**src/rtl/pd0_datapath.sv**
```systemverilog
// pd0_datapath: bring-up datapath bundling three independent sub-functions.
//   - Combinational 4-op ALU (ADD/SUB/AND/OR) with zero/negative flags.
//   - Single resettable data register.
//   - Two-stage pipeline computing (op1 + op2) - op1, i.e. returns op2.
// Optional feature: define PD0_ALU_OVF_EN to add alu_ovf_o (signed overflow).
// Ports:
//   clk, rst (async, active-low)
//   alu_sel_i, alu_op1_i, alu_op2_i -> alu_res_o, alu_zero_o, alu_neg_o [, alu_ovf_o]
//   reg_in_i -> reg_out_o
//   tsp_op1_i, tsp_op2_i -> tsp_res_o (2-edge latency)

package pd0_pkg;
   typedef enum logic [1:0] {
      ADD = 2'd0,
      SUB = 2'd1,
      AND = 2'd2,
      OR  = 2'd3
   } alu_op_e;
endpackage

module pd0_datapath #(
   parameter int unsigned DWIDTH = 8
) (
   input  logic              clk,
   input  logic              rst,
   input  logic [1:0]        alu_sel_i,
   input  logic [DWIDTH-1:0] alu_op1_i,
   input  logic [DWIDTH-1:0] alu_op2_i,
   output logic [DWIDTH-1:0] alu_res_o,
   output logic              alu_zero_o,
   output logic              alu_neg_o,
`ifdef PD0_ALU_OVF_EN
   output logic              alu_ovf_o,
`endif
   input  logic [DWIDTH-1:0] reg_in_i,
   output logic [DWIDTH-1:0] reg_out_o,
   input  logic [DWIDTH-1:0] tsp_op1_i,
   input  logic [DWIDTH-1:0] tsp_op2_i,
   output logic [DWIDTH-1:0] tsp_res_o
);
   import pd0_pkg::*;

   localparam int unsigned MSB = DWIDTH - 1;

   logic [DWIDTH-1:0] alu_res_c;
   logic [DWIDTH-1:0] reg_d,  reg_q;
   logic [DWIDTH-1:0] sum_d,  sum_q;
   logic [DWIDTH-1:0] op1_d,  op1_q;
   logic [DWIDTH-1:0] res_d,  res_q;

   // ALU: purely combinational, independent of clk/rst; carries discarded
   always_comb begin
      alu_res_c = '0;
      unique case (alu_op_e'(alu_sel_i))
         ADD: alu_res_c = alu_op1_i + alu_op2_i;
         SUB: alu_res_c = alu_op1_i - alu_op2_i;
         AND: alu_res_c = alu_op1_i & alu_op2_i;
         OR:  alu_res_c = alu_op1_i | alu_op2_i;
         default: alu_res_c = '0;
      endcase
   end

   assign alu_res_o  = alu_res_c;
   assign alu_zero_o = (alu_res_c == '0);
   assign alu_neg_o  = alu_res_c[MSB];

`ifdef PD0_ALU_OVF_EN
   // Signed overflow: result sign disagrees with what the operand signs imply
   logic alu_ovf_c;
   always_comb begin
      alu_ovf_c = 1'b0;
      unique case (alu_op_e'(alu_sel_i))
         ADD: alu_ovf_c = (alu_op1_i[MSB] == alu_op2_i[MSB]) &&
                          (alu_res_c[MSB] != alu_op1_i[MSB]);
         SUB: alu_ovf_c = (alu_op1_i[MSB] != alu_op2_i[MSB]) &&
                          (alu_res_c[MSB] != alu_op1_i[MSB]);
         default: alu_ovf_c = 1'b0;
      endcase
   end
   assign alu_ovf_o = alu_ovf_c;
`endif

   // Next-state for data register and pipeline; widths kept at DWIDTH so the
   // stage-1 sum wraps and stage-2 subtraction unwraps it exactly.
   always_comb begin
      reg_d = reg_in_i;
      sum_d = tsp_op1_i + tsp_op2_i;
      op1_d = tsp_op1_i;
      res_d = sum_q - op1_q;
   end

   // State registers; reset flushes all in-flight pipeline data
   always_ff @(posedge clk or negedge rst) begin
      if (!rst) begin
         reg_q <= '0;
         sum_q <= '0;
         op1_q <= '0;
         res_q <= '0;
      end else begin
         reg_q <= reg_d;
         sum_q <= sum_d;
         op1_q <= op1_d;
         res_q <= res_d;
      end
   end

   assign reg_out_o = reg_q;
   assign tsp_res_o = res_q;

endmodule

```
**config.mk**
```make
export PLATFORM = sky130hd
export DESIGN_NAME = pd0_datapath
export DESIGN_NICKNAME = d
export VERILOG_FILES = /design/src/rtl/pd0_datapath.sv
export SDC_FILE = /design/constraint.sdc
export NUM_CORES = 1
export LEC_CHECK = 0
export CORE_MARGIN = 2
export CORE_UTILIZATION = 30
export CTS_BUF_LIST = sky130_fd_sc_hd__clkbuf_4 sky130_fd_sc_hd__clkbuf_8
export DETAILED_ROUTE_END_ITERATION = 10
export PLACE_DENSITY = 0.65
export SYNTH_ARGS = -nofsm -noshare
export SYNTH_HDL_FRONTEND = slang
export SYNTH_SLANG_ARGS = --single-unit
```
**constraint.sdc**
```tcl
create_clock -name clk -period 5.7 [get_ports clk]
set_input_delay 0.855 -clock clk [delete_from_list [all_inputs] [get_ports clk]]
set_output_delay 0.855 -clock clk [all_outputs]
set_load 0.02 [all_outputs]
```
; Word-level counts from Yosys, hierarchy flattened
; Index checks and enable logic that the tools add are counted.
[op_classes]
n_bitwise = 2
add_sub_neg = 4
eq_ne = 3
mux = 1
n_reduce_logical = 2
[op_table]
columns = op, count
row1 = one-hot mux 8 bit (4 select lines), 1
row2 = adder 8 bit, 2
row3 = subtractor 8 bit, 2
row4 = AND 8 bit, 1
row5 = logical NOT 8 bit, 1
row6 = bitwise OR 8 bit, 1
row7 = "equality test 2 bit, second input constant", 2
row8 = "equality test 2 x 1 -> 1 bit, second input constant", 1
row9 = logical NOT 2 bit, 1
[totals]
output_inout_bits = 26
wordCells = 16
in_bits = 44
register_bits = 32

; Logic depth before layout (Yosys ltp)
; Gate-level depths: netlist of run 1.
[depth]
ltp_word = 3
mapped_depth = 13
depth_no_buf = 12

; Least setup slack after synthesis of run 1
; No wires, ideal clock.
[synth_timing]
path_type = input port to output port
startpoint = input port alu_sel_i[1]
endpoint = output port alu_zero_o
path_buffers = 2
required_ps = 4845
slack_ps = 1186
arrival_ps = 3659
cell_stages = 11
path_cell_list = buf_4 nor2b_1 clkbuf_1 mux2_2 fa_1 nor2b_1 o21ai_0 a32oi_1 nand2_1 or4_1 nor4_2
[synth_between]
elab_chain_cells = 3
[synth_rtl]
columns = item, line_no
row1 = start: declaration, 26  ; input logic [1:0] alu_sel_i,
row2 = equality test 2 bit (tied with other cells), 54  ; unique case (alu_op_e'(alu_sel_i))
row3 = one-hot mux 8 bit (4 select lines) (*), 54
row4 = via alu_res_o[4], 29  ; output logic [DWIDTH-1:0] alu_res_o,
row5 = logical NOT 8 bit (*), 64  ; assign alu_zero_o = (alu_res_c == '0);
row6 = end: declaration, 30  ; output logic alu_zero_o,
; The timed path passes the listed nets; every way through them passes the cells marked *.

; Worst setup path after layout of run 1
[layout_timing]
startpoint = input port alu_op2_i[0]
endpoint = output port alu_res_o[7]
[layout_between]
elab_chain_cells = 2
[layout_rtl]
columns = item, line_no
row1 = start: declaration, 28  ; input logic [DWIDTH-1:0] alu_op2_i,
row2 = subtractor 8 bit / adder 8 bit (equally long branches), "56, 55"
row3 = one-hot mux 8 bit (4 select lines) (*), 54
row4 = end: declaration, 29
; Mark *: on every way between the ends. The rest lies on a longest branch, timed or not.

==> results of run 1 <==
-- state kept, by name, summed over array words and instances (netlist names) --
register / cells
op1_q: 8
reg_out_o: 8
sum_q: 8
tsp_res_o: 8
-- where the power goes --
part,internal (mW),switching [mW]
Combinational,0.174,0.164
Clock,0.154,0.0770
Sequential,0.266,0.0107
-- routing by layer --
layer / GRT usage / up-vias
li1: - / 863
met1: 0.127 / 749
met2: 0.216 / 61
met3: 0.0245 / 4
met4: 0.0378 / 0
met5: 0 / -
-- worst paths after layout --
path | depth (start not counted) | slack [ns] | to
min | 2 | 0.51 | tsp_res_o[0]
min reg2reg | 2 | 0.51 | tsp_res_o[0]
min in group asynchronous | 2 | 0.97 | tsp_res_o[1]
max reg2reg | 8 | 3.90 | tsp_res_o[5]
max | 14 | 0.40 | alu_res_o[7]
max in group asynchronous | 2 | 4.45 | tsp_res_o[7]
-- Yosys cell counts, drive strengths merged (2+ instances only) --
cell type  instances  area [um^2]
xnor2             16          140
fa                 3         60.1
a31oi              2         12.5
maj3               6         61.3
nand2b             4         25.0
a211o              3         26.3
nor3               5         25.0
o31ai              3         22.5
nor2              16         60.1
a21o               4         30.0
nand2              8         30.0
clkbuf             2         7.51
ha                24          300
buf                3         26.3
o21ai              9         48.8
o21a               4         30.0
inv               22         82.6
or2                2         12.5
dfrtp             32          801
a21boi             2         15.0
a21oi             11         55.1
xor2               5         43.8
nor2b              8         50.1
-- per-stage QoR --
step	hold slack, ns	utilization	power, mW	worst slack (ns)	cells
floorplan	0.481	-	0.483	1.19	210
global placement	0.493	0.428	0.616	0.413	374
detailed placement	0.495	0.428	0.622	0.364	374
CTS	0.510	0.447	0.857	0.348	382
global route	0.526	0.447	0.897	0.128	382
finish	0.506	0.447	0.846	0.401	382
-- cell type report --
class / instances / area (um^2)
clock inverters: 1 / 30.0
clock buffers: 7 / 96.3
repair buffers: 73 / 721
flip-flops and latches: 32 / 801
multi-input cells: 151 / 1180
fillers: 664 / 3760
well taps: 96 / 120
inverters: 22 / 82.6
-- cell families (layout without fill, tap and decap cells) --
group	Yosys count	count (layout)	synth area share
XOR/XNOR	21	21	0.0875
AO/OA/AOI/OAI	45	45	0.143
buffers and inverters	27	103	0.0554
AND/OR/NAND/NOR	50	50	0.122
adder cells (fa/ha/maj)	33	33	0.201
flip-flops	32	32	0.381
multiplexers	2	2	0.0101
-- critical path, delay by kind of cell --
family	cells	cell delay (ns)
adders and majority gates	2	0.54
and+or+nand+nor	4	0.91
buffers and inverters	3	1.18
xor gates and xnor gates	1	0.13
AOI/OAI and AO/OA	4	0.83
==> impl_metrics.py, run 1 <==
metrics = {
    "run_status": {
        "outcome": "finished clean",
    },
    "worst_setup_path": {
        "end_kind": "primary output",
        "cp-start-kind": "input port",
        "critPathMaxFanout": 6,
        "cp.required_ns": 4.85,
        "path_class": "in -> out",
        "rr_startpoint": "op1_q[1]",
        "slowest_stage": "clkdlybuf4s50_1",
        "arrival_ns": 4.44,
        "max_stage_delay_ns": 0.61,
        "path_cells": "clkdlybuf4s50_1 -> inv_1 -> ha_1 -> nor3b_1 -> nor2_1 -> xnor2_1 -> ha_1 -> a211oi_1 -> a2bb2oi_1 -> a21oi_1 -> or3b_1 -> a21boi_1 -> or2_2 -> clkdlybuf4s50_1",
        "crit_start": "alu_op2_i[0]",
    },
    "timing": {
        "relSlewSlack": 0.678,
        "fin_crit_sh": 0.930,
        "hold_violations": 0,
        "finClkSkew_ns": 0.00307,
        "tns_ns": 0,
        "worstMarginPinSlew_ns": 0.476,
        "rsz0062_at_grt": "no",
        "max_freq_mhz": 189,
        "finalSetupViolations": 0,
        "slew_violations": 0,
        "fin_crit_ns": 5.30,
    },
    "power": {
        "cellLeakagePower_nw": 1.35,
        "power_density_mw_per_mm2": 279,
        "vdd_ir_drop_max_v": 0.0000876,
    },
    "drt": {
        "drtIter0Drc": 61,
        "wl_per_cell_um": 11.0,
        "via_count": 1677,
        "drt-vias-per-instance": 4.39,
        "ant_nets": 0,
        "dr.pass1.iters": 4,
        "dr_wl_met3_um": 288,
        "drt_wl_total_mm": 4.19,
        "drc": 0,
        "met1_length_mm": 1.82,
        "maxUsedRoutingLayer": "met4",
        "dr_wl_met2_mm": 2.05,
    },
    "final_layout": {
        "area_growth_pct": 44.4,
        "drive_gt1_frac": 0.0629,
        "antenna_cells": 0,
        "fin_area_mm2": 0.00304,
        "layout.cells.most_common": "clkdlybuf4s50_1",
        "nets": 356,
        "most-common-layout-cells": "clkdlybuf4s50_1, dfrtp_1, ha_1",
    },
    "grt": {
        "grt_pass1_wl_mm": 6.98,
        "grt_pass1_vias": 1685,
        "grt-ovfl-total": 0,
        "grt_antenna_before_repair": 0,
        "track_usage": 0.115,
        "grt_max_degree": 33,
    },
    "clocking": {
        "cts.clk_slew.worst_paths_ns": 0.06,
        "cts_setup_buffers": 0,
        "cts_buffers": 5,
        "root_buffer": "clkbuf_8",
        "cts_max_path_buffers": 2,
        "cts_tree": "built",
        "cts_htree_levels": 2,
        "cts_resized": 0,
        "cts.hold.buffers_added": 0,
        "cts.sinks": 32,
        "clock_latency_ns": 0.28,
    },
    "min_path": {
        "hold_path_class": "reg -> reg",
        "hp-start": "op1_q[0]",
    },
    "logic_synthesis": {
        "synth-edff-count": 0,
        "synthesis.instances": 210,
        "synthesis.nets": 281,
        "avgSynthCellArea_um2": 10.0,
        "netlist_area_mm2": 0.00210,
        "synth_seq_area_share": 0.381,
        "async_reset_ff_frac": 1.00,
        "synthFlopType": "dfrtp_1",
        "synth-seq-cells": 32,
        "yosysUniqueCellTypes": 43,
        "synth_warnings": 0,
    },
    "floorplan": {
        "initial_utilization": 0.309,
        "die_h_um": 87.7,
        "design.core.area_mm2": 0.00679,
        "placementRows": 30,
        "die_x_um": 87.7,
        "die-area_mm2": 0.00769,
        "io_pins": 70,
    },
    "placed_design": {
        "place_congestion": 0.796,
        "hpwl_mm": 3.56,
        "place_area_mm2": 0.00291,
        "io_buffers": 69,
    },
    "job": {
        "maxCapViolations": 0,
    },
}
No activity file was read; power rests on OpenSTA's default activity.
==> run 2, diff against run 1 <==
Settings changed: CAP_MARGIN set to 20, CTS_BUF_LIST sky130_fd_sc_hd__clkbuf_4 sky130_fd_sc_hd__clkbuf_8 to not set.
==> results of run 2 <==
Final layout, timing and power as in run 1 (identical DEF).
